## src/rtl/vga_timing_core.sv

```systemverilog
// vga_timing_core: free-running VGA raster timing generator.
// Flags are decoded from the next coordinates so they align with hpos/vpos.
module vga_timing_core #(
   parameter int H_DISPLAY   = 640,
   parameter int H_FRONT     = 16,
   parameter int H_SYNC      = 96,
   parameter int H_BACK      = 48,
   parameter int V_DISPLAY   = 480,
   parameter int V_FRONT     = 10,
   parameter int V_SYNC      = 2,
   parameter int V_BACK      = 33,
   parameter bit SYNC_ACTIVE = 1'b0,
   parameter int FRAME_W     = 9
) (
   input  logic               clk,
   input  logic               rst_n,
   input  logic               pix_en,
   output logic [9:0]         hpos,
   output logic [9:0]         vpos,
   output logic               hsync,
   output logic               vsync,
   output logic               display_on,
   output logic               line_tick,
   output logic               frame_tick,
   output logic [FRAME_W-1:0] frame_no
);

   localparam int H_TOTAL = H_DISPLAY + H_FRONT + H_SYNC + H_BACK;
   localparam int V_TOTAL = V_DISPLAY + V_FRONT + V_SYNC + V_BACK;

   generate
      if (H_TOTAL > 1024 || V_TOTAL > 1024 ||
          H_TOTAL < 1 || V_TOTAL < 1) begin : g_bad_totals
         $error("vga_timing_core: raster totals must be 1..1024");
      end
   endgenerate

   localparam logic [9:0]  H_LAST = 10'(H_TOTAL - 1);
   localparam logic [9:0]  V_LAST = 10'(V_TOTAL - 1);
   // 11-bit bounds: a sync end may sit exactly at 1024
   localparam logic [10:0] H_DE   = 11'(H_DISPLAY);
   localparam logic [10:0] HS_BEG = 11'(H_DISPLAY + H_FRONT);
   localparam logic [10:0] HS_END = 11'(H_DISPLAY + H_FRONT + H_SYNC);
   localparam logic [10:0] V_DE   = 11'(V_DISPLAY);
   localparam logic [10:0] VS_BEG = 11'(V_DISPLAY + V_FRONT);
   localparam logic [10:0] VS_END = 11'(V_DISPLAY + V_FRONT + V_SYNC);

   logic [9:0]         h_q;
   logic [9:0]         v_q;
   logic [9:0]         h_nxt;
   logic [9:0]         v_nxt;
   logic [10:0]        h_ext;
   logic [10:0]        v_ext;
   logic               h_wrap;
   logic               v_wrap;
   logic               hs_nxt;
   logic               vs_nxt;
   logic               de_nxt;
   logic               hs_q;
   logic               vs_q;
   logic               de_q;
   logic               lt_q;
   logic               ft_q;
   logic [FRAME_W-1:0] fn_q;

   always_comb begin
      h_wrap = (h_q == H_LAST);
      v_wrap = (v_q == V_LAST);
      h_nxt  = h_wrap ? 10'd0 : h_q + 10'd1;
      v_nxt  = v_q;
      if (h_wrap) begin
         v_nxt = v_wrap ? 10'd0 : v_q + 10'd1;
      end
      h_ext  = {1'b0, h_nxt};
      v_ext  = {1'b0, v_nxt};
      hs_nxt = (h_ext >= HS_BEG) && (h_ext < HS_END);
      vs_nxt = (v_ext >= VS_BEG) && (v_ext < VS_END);
      de_nxt = (h_ext < H_DE) && (v_ext < V_DE);
   end

   always_ff @(posedge clk) begin
      if (!rst_n) begin
         h_q  <= '0;
         v_q  <= '0;
         hs_q <= ~SYNC_ACTIVE;
         vs_q <= ~SYNC_ACTIVE;
         de_q <= 1'b1;
         lt_q <= 1'b0;
         ft_q <= 1'b0;
         fn_q <= '0;
      end else if (pix_en) begin
         h_q  <= h_nxt;
         v_q  <= v_nxt;
         hs_q <= hs_nxt ? SYNC_ACTIVE : ~SYNC_ACTIVE;
         vs_q <= vs_nxt ? SYNC_ACTIVE : ~SYNC_ACTIVE;
         de_q <= de_nxt;
         lt_q <= h_wrap;
         ft_q <= h_wrap & v_wrap;
         if (h_wrap && v_wrap) begin
            fn_q <= fn_q + FRAME_W'(1);
         end
      end else begin
         lt_q <= 1'b0;
         ft_q <= 1'b0;
      end
   end

   assign hpos       = h_q;
   assign vpos       = v_q;
   assign hsync      = hs_q;
   assign vsync      = vs_q;
   assign display_on = de_q;
   assign line_tick  = lt_q;
   assign frame_tick = ft_q;
   assign frame_no   = fn_q;

endmodule

```

## config.mk

```make
export PLATFORM = sky130hd
export DESIGN_NAME = vga_timing_core
export DESIGN_NICKNAME = d
export VERILOG_FILES = /design/src/rtl/vga_timing_core.sv
export SDC_FILE = /design/constraint.sdc
export NUM_CORES = 1
export LEC_CHECK = 0
export CAP_MARGIN = 20
export CORE_MARGIN = 2
export CORE_UTILIZATION = 30
export CTS_CLUSTER_SIZE = 25
export DETAILED_ROUTE_END_ITERATION = 10
export GPL_TIMING_DRIVEN = 0
export PLACE_DENSITY = 0.51
export SLEW_MARGIN = 20
export SYNTH_ARGS = -nofsm -noshare
export SYNTH_HDL_FRONTEND = slang
export SYNTH_SLANG_ARGS = --single-unit
```

## constraint.sdc

```tcl
create_clock -name clk -period 2.1 [get_ports clk]
set_input_delay 0.21 -clock clk [delete_from_list [all_inputs] [get_ports clk]]
set_output_delay 0.21 -clock clk [all_outputs]
set_load 0.05 [all_outputs]
```

==> impl_metrics.yaml <==
worst_setup_path:
  timing.reg2reg.setup_slack_ps: 80
  longest_individual_stage_delay_on_the_worst_path_ps: 380
  critPathKind: "register to register"
  rr_endpoint: "vpos[8]"
  combined_buffer_and_inverter_count_along_the_critical_path: 1
  crit-reg2reg-launch: "hpos[0]"
  critPathMaxFanout: 10
  critical_path.startpoint_type: "register"
  cp_top_delay_family: "simple AND/OR/NAND/NOR gates"
  crit_path_slowest_cell: "sky130_fd_sc_hd__dfxtp_4"
  crit_path_end_kind: "register"
  critPathArrivalTime_ps: 2220
  worstRegToRegCells: 7
  crit_required_ps: 2310
  cell_breakdown_of_the_critical_path: "ha_2 -> nand4_1 -> nor3_4 -> buf_2 -> nand3_1 -> or3_1 -> a21oi_1"
cells_and_area:
  drive_above_1_share: 0.146
  finish.cell_count_without_fillers: 365
  insertedDiodeCount: 0
  design.final.nets: 294
  synthToLayoutAreaGrowth_pct: 31.1
  final_core_util: 0.406
  post-route-cell-area_um2: 2580
timing:
  max_clock_freq_mhz: 496
  setup_ws_ps: 82.2
  setup_viol: 0
  rsz0062_at_grt: "true"
  finalHoldViolCount: 0
  min_period_over_period: 0.961
  finalMaxSlewViolations: 0
  post-route-min-period_ps: 2020
  final.setup_skew_ps: 4.78
  slew_headroom: 0.609
  worstMarginPinSlew_ps: 586
synthesis:
  synth_seq_cells: 34
  synth_sequential_area_ratio: 0.346
  synthesized_nets: 249
  synthesis.area_um2: 1970
  post_synth_inst_count: 242
  async_flop_share: 0
  synthDominantCellAreaShare: 0.346
  syn_area_per_cell_um2: 8.12
  synth-edff-count: 0
  yosysUniqueCellTypes: 50
  yosys_warnings: 0
  synth_top_flop_cell: "sky130_fd_sc_hd__dfxtp_1"
  synthDominantAreaCellType: "sky130_fd_sc_hd__dfxtp_1"
  synth_top_cells_by_area: "sky130_fd_sc_hd__dfxtp_1 35%, sky130_fd_sc_hd__nor2_1 5.3%, sky130_fd_sc_hd__a21oi_1 4.1%"
clock_tree:
  cts_tree: "built"
  cts.clk_slew.worst_paths_ps: 70
  htree_num_levels: 2
  clock_tree.root_cell: "sky130_fd_sc_hd__clkbuf_8"
  numCtsBuffers: 5
  clock_sink_count: 34
  ctsLongestPathBuffers: 2
  clock_latency_ps: 280
  cts.hold.buffers_added: 0
hold_path:
  worst_hold_path_type: "register to register"
  hold_path_startpoint: "frame_no[8]"
  hold-path-endpoint: "frame_no[8]"
  holdPathStages: 2
global_routing:
  global_route_wire_length_before_repair_mm: 8.74
  grt_overflow_total: 0
  number_of_antenna_violations_at_the_first_check_in_global_routing: 0
  grt_use_total: 0.149
  grt_pass1_vias: 1780
  grt_max_degree: 11
drt:
  ant_nets: 0
  number_of_remaining_drc_errors: 0
  drt-vias-per-instance: 5.27
  sum_of_routed_wire_length_over_all_layers_mm: 5.23
  vias: 1923
  first_iter_violations: 72
  dr_wl_cell_um: 14.3
  drt_pre_antenna_iters: 4
power:
  ir_drop_mv: 0.281
  power_density_nw_per_um2: 499
  cellLeakagePower_nw: 0.891
die:
  core.rowCount: 29
  design.die.area_um2: 7220
  die_width_um: 84.9
  core_region_area_um2: 6350
  initial_core_util: 0.310
  floorplan.io_pins: 37
  die_y_um: 84.9
place:
  dp.cells: 355
  post_detailed_placement_half_perimeter_wirelength_mm: 3.76
  pre_cts_slack_ps: -13.5
  gp_congestion: 0.837
  numPortBuffers: 36
  dpl-instance-area_um2: 2430
outcome:
  status: "complete, no violations"
job:
  max_cap_viols: 0
## cells by family after synthesis
logic type | count (synthesis) | synth area share
compound gates | 52 | 0.171
xor+xnor | 12 | 0.0535
fa+ha+maj | 4 | 0.0255
buf+inv | 22 | 0.0541
flops | 34 | 0.346
mux | 3 | 0.0159
simple gates | 115 | 0.334
## synth_stat cells, types with 2 or more instances
master                     instances
sky130_fd_sc_hd__dfxtp_1          34
sky130_fd_sc_hd__and2_1            5
sky130_fd_sc_hd__nor4_1            4
sky130_fd_sc_hd__nand2_1          20
sky130_fd_sc_hd__nand3_1          12
sky130_fd_sc_hd__mux2i_1           2
sky130_fd_sc_hd__buf_1             2
sky130_fd_sc_hd__xnor2_1           6
sky130_fd_sc_hd__or4_1             2
sky130_fd_sc_hd__o211a_1           2
sky130_fd_sc_hd__nand4b_1          4
sky130_fd_sc_hd__clkbuf_1          6
sky130_fd_sc_hd__a211oi_1          5
sky130_fd_sc_hd__xor2_1            6
sky130_fd_sc_hd__and3_1            6
sky130_fd_sc_hd__nand4_1           5
sky130_fd_sc_hd__a31oi_1           8
sky130_fd_sc_hd__ha_1              4
sky130_fd_sc_hd__inv_1             5
sky130_fd_sc_hd__a21oi_1          16
sky130_fd_sc_hd__nor3_1            6
sky130_fd_sc_hd__buf_2             7
sky130_fd_sc_hd__nor2_1           28
sky130_fd_sc_hd__nor3b_1           2
sky130_fd_sc_hd__buf_6             2
sky130_fd_sc_hd__and4_1            5
sky130_fd_sc_hd__or3_1             4
sky130_fd_sc_hd__nand2b_1          3
sky130_fd_sc_hd__o21ai_0          10
## state kept, by name, indices dropped and copies added (netlist names)
register,flops
hpos,10
vpos,10
hsync,1
line_tick,1
display_on,1
frame_no,9
vsync,1
frame_tick,1
## final cells by class
type	count	area (µm²)
timing repair buffer	40	390
tap	77	96.3
multi-input combinational	186	1210
clock buffer	7	86.3
buffer	15	75.1
sequential	34	697
fill	645	3770
inverter	5	18.8
clock inverter	1	5.00
## layout by cell type, fill, tap and decap left out, types with 3 or more instances in the layout
master and instances:
sky130_fd_sc_hd__and2_1 5, sky130_fd_sc_hd__clkbuf_8 6, sky130_fd_sc_hd__nor4_1 3, sky130_fd_sc_hd__nand2_1 20
sky130_fd_sc_hd__a21oi_1 16, sky130_fd_sc_hd__nand4b_1 4, sky130_fd_sc_hd__nor3_1 6, sky130_fd_sc_hd__dfxtp_2 7
sky130_fd_sc_hd__inv_1 4, sky130_fd_sc_hd__a31oi_1 8, sky130_fd_sc_hd__nand3_1 12, sky130_fd_sc_hd__nor2_1 27
sky130_fd_sc_hd__dfxtp_1 25, sky130_fd_sc_hd__a211oi_1 5, sky130_fd_sc_hd__or3_1 4, sky130_fd_sc_hd__clkdlybuf4s50_1 36
sky130_fd_sc_hd__clkbuf_1 6, sky130_fd_sc_hd__xor2_1 6, sky130_fd_sc_hd__xnor2_1 6, sky130_fd_sc_hd__ha_1 3
sky130_fd_sc_hd__nand2b_1 3, sky130_fd_sc_hd__and3_1 5, sky130_fd_sc_hd__o21ai_0 8, sky130_fd_sc_hd__buf_2 6
sky130_fd_sc_hd__and4_1 5, sky130_fd_sc_hd__nand4_1 5, sky130_fd_sc_hd__buf_4 5
## worst register-to-register path: stages (launching register included)
cell	delay (ps)
sky130_fd_sc_hd__dfxtp_4	380
sky130_fd_sc_hd__ha_2	210
sky130_fd_sc_hd__nand4_1	230
sky130_fd_sc_hd__nor3_4	310
sky130_fd_sc_hd__buf_2	280
sky130_fd_sc_hd__nand3_1	100
sky130_fd_sc_hd__or3_1	320
sky130_fd_sc_hd__a21oi_1	130
## per-layer routing
| layer | vias to the layer above | track usage | share of wire |
|---|---|---|---|
| met5 | - | 0 | 0 |
| met4 | 0 | 0.0332 | 0.0084 |
| met3 | 4 | 0.0340 | 0.049 |
| met2 | 48 | 0.232 | 0.45 |
| met1 | 889 | 0.210 | 0.49 |
| li1 | 982 | - | - |
## report_power, final
group / internal (W) / switching, W
Sequential: 0.000654 / 0.0000157
Clock: 0.000265 / 0.000233
Combinational: 0.0000394 / 0.0000799
Total: 0.000958 / 0.000328
## through the flow
step           hold slack (ps)  total power [W]  TNS, ps
2_1_floorplan              288         0.000760        0
3_3_place_gp               461         0.000805     -653
3_5_place_dp               479         0.000804    -48.8
4_1_cts                    488          0.00131        0
5_1_grt                    519          0.00134    -41.8
6_report                   479          0.00129        0
## what timing repair did
item / CTS / global route
endpoints found under the setup margin: 2 / 11
hold endpoints to repair: 0 / 0
pin swaps: 0 / 4
resized for setup: 1 / 15
setup buffers: 0 / 4
## how the worst max path moves through the flow
| stage | from | endpoint | slack, ps | cells past startpoint |
|---|---|---|---|---|
| 3_5_place_dp | rst_n | hpos[2] | -10 | 5 |
| 2_1_floorplan | vpos[0] | vsync | 6 | 7 |
| 3_3_place_gp | rst_n | line_tick | -50 | 5 |
| 4_1_cts | hpos[0] | frame_no[6] | 20 | 7 |
| 6_report | hpos[0] | vpos[8] | 80 | 7 |
| 5_1_grt | hpos[0] | vpos[8] | -20 | 7 |
No activity file was read; power rests on OpenSTA's default activity.
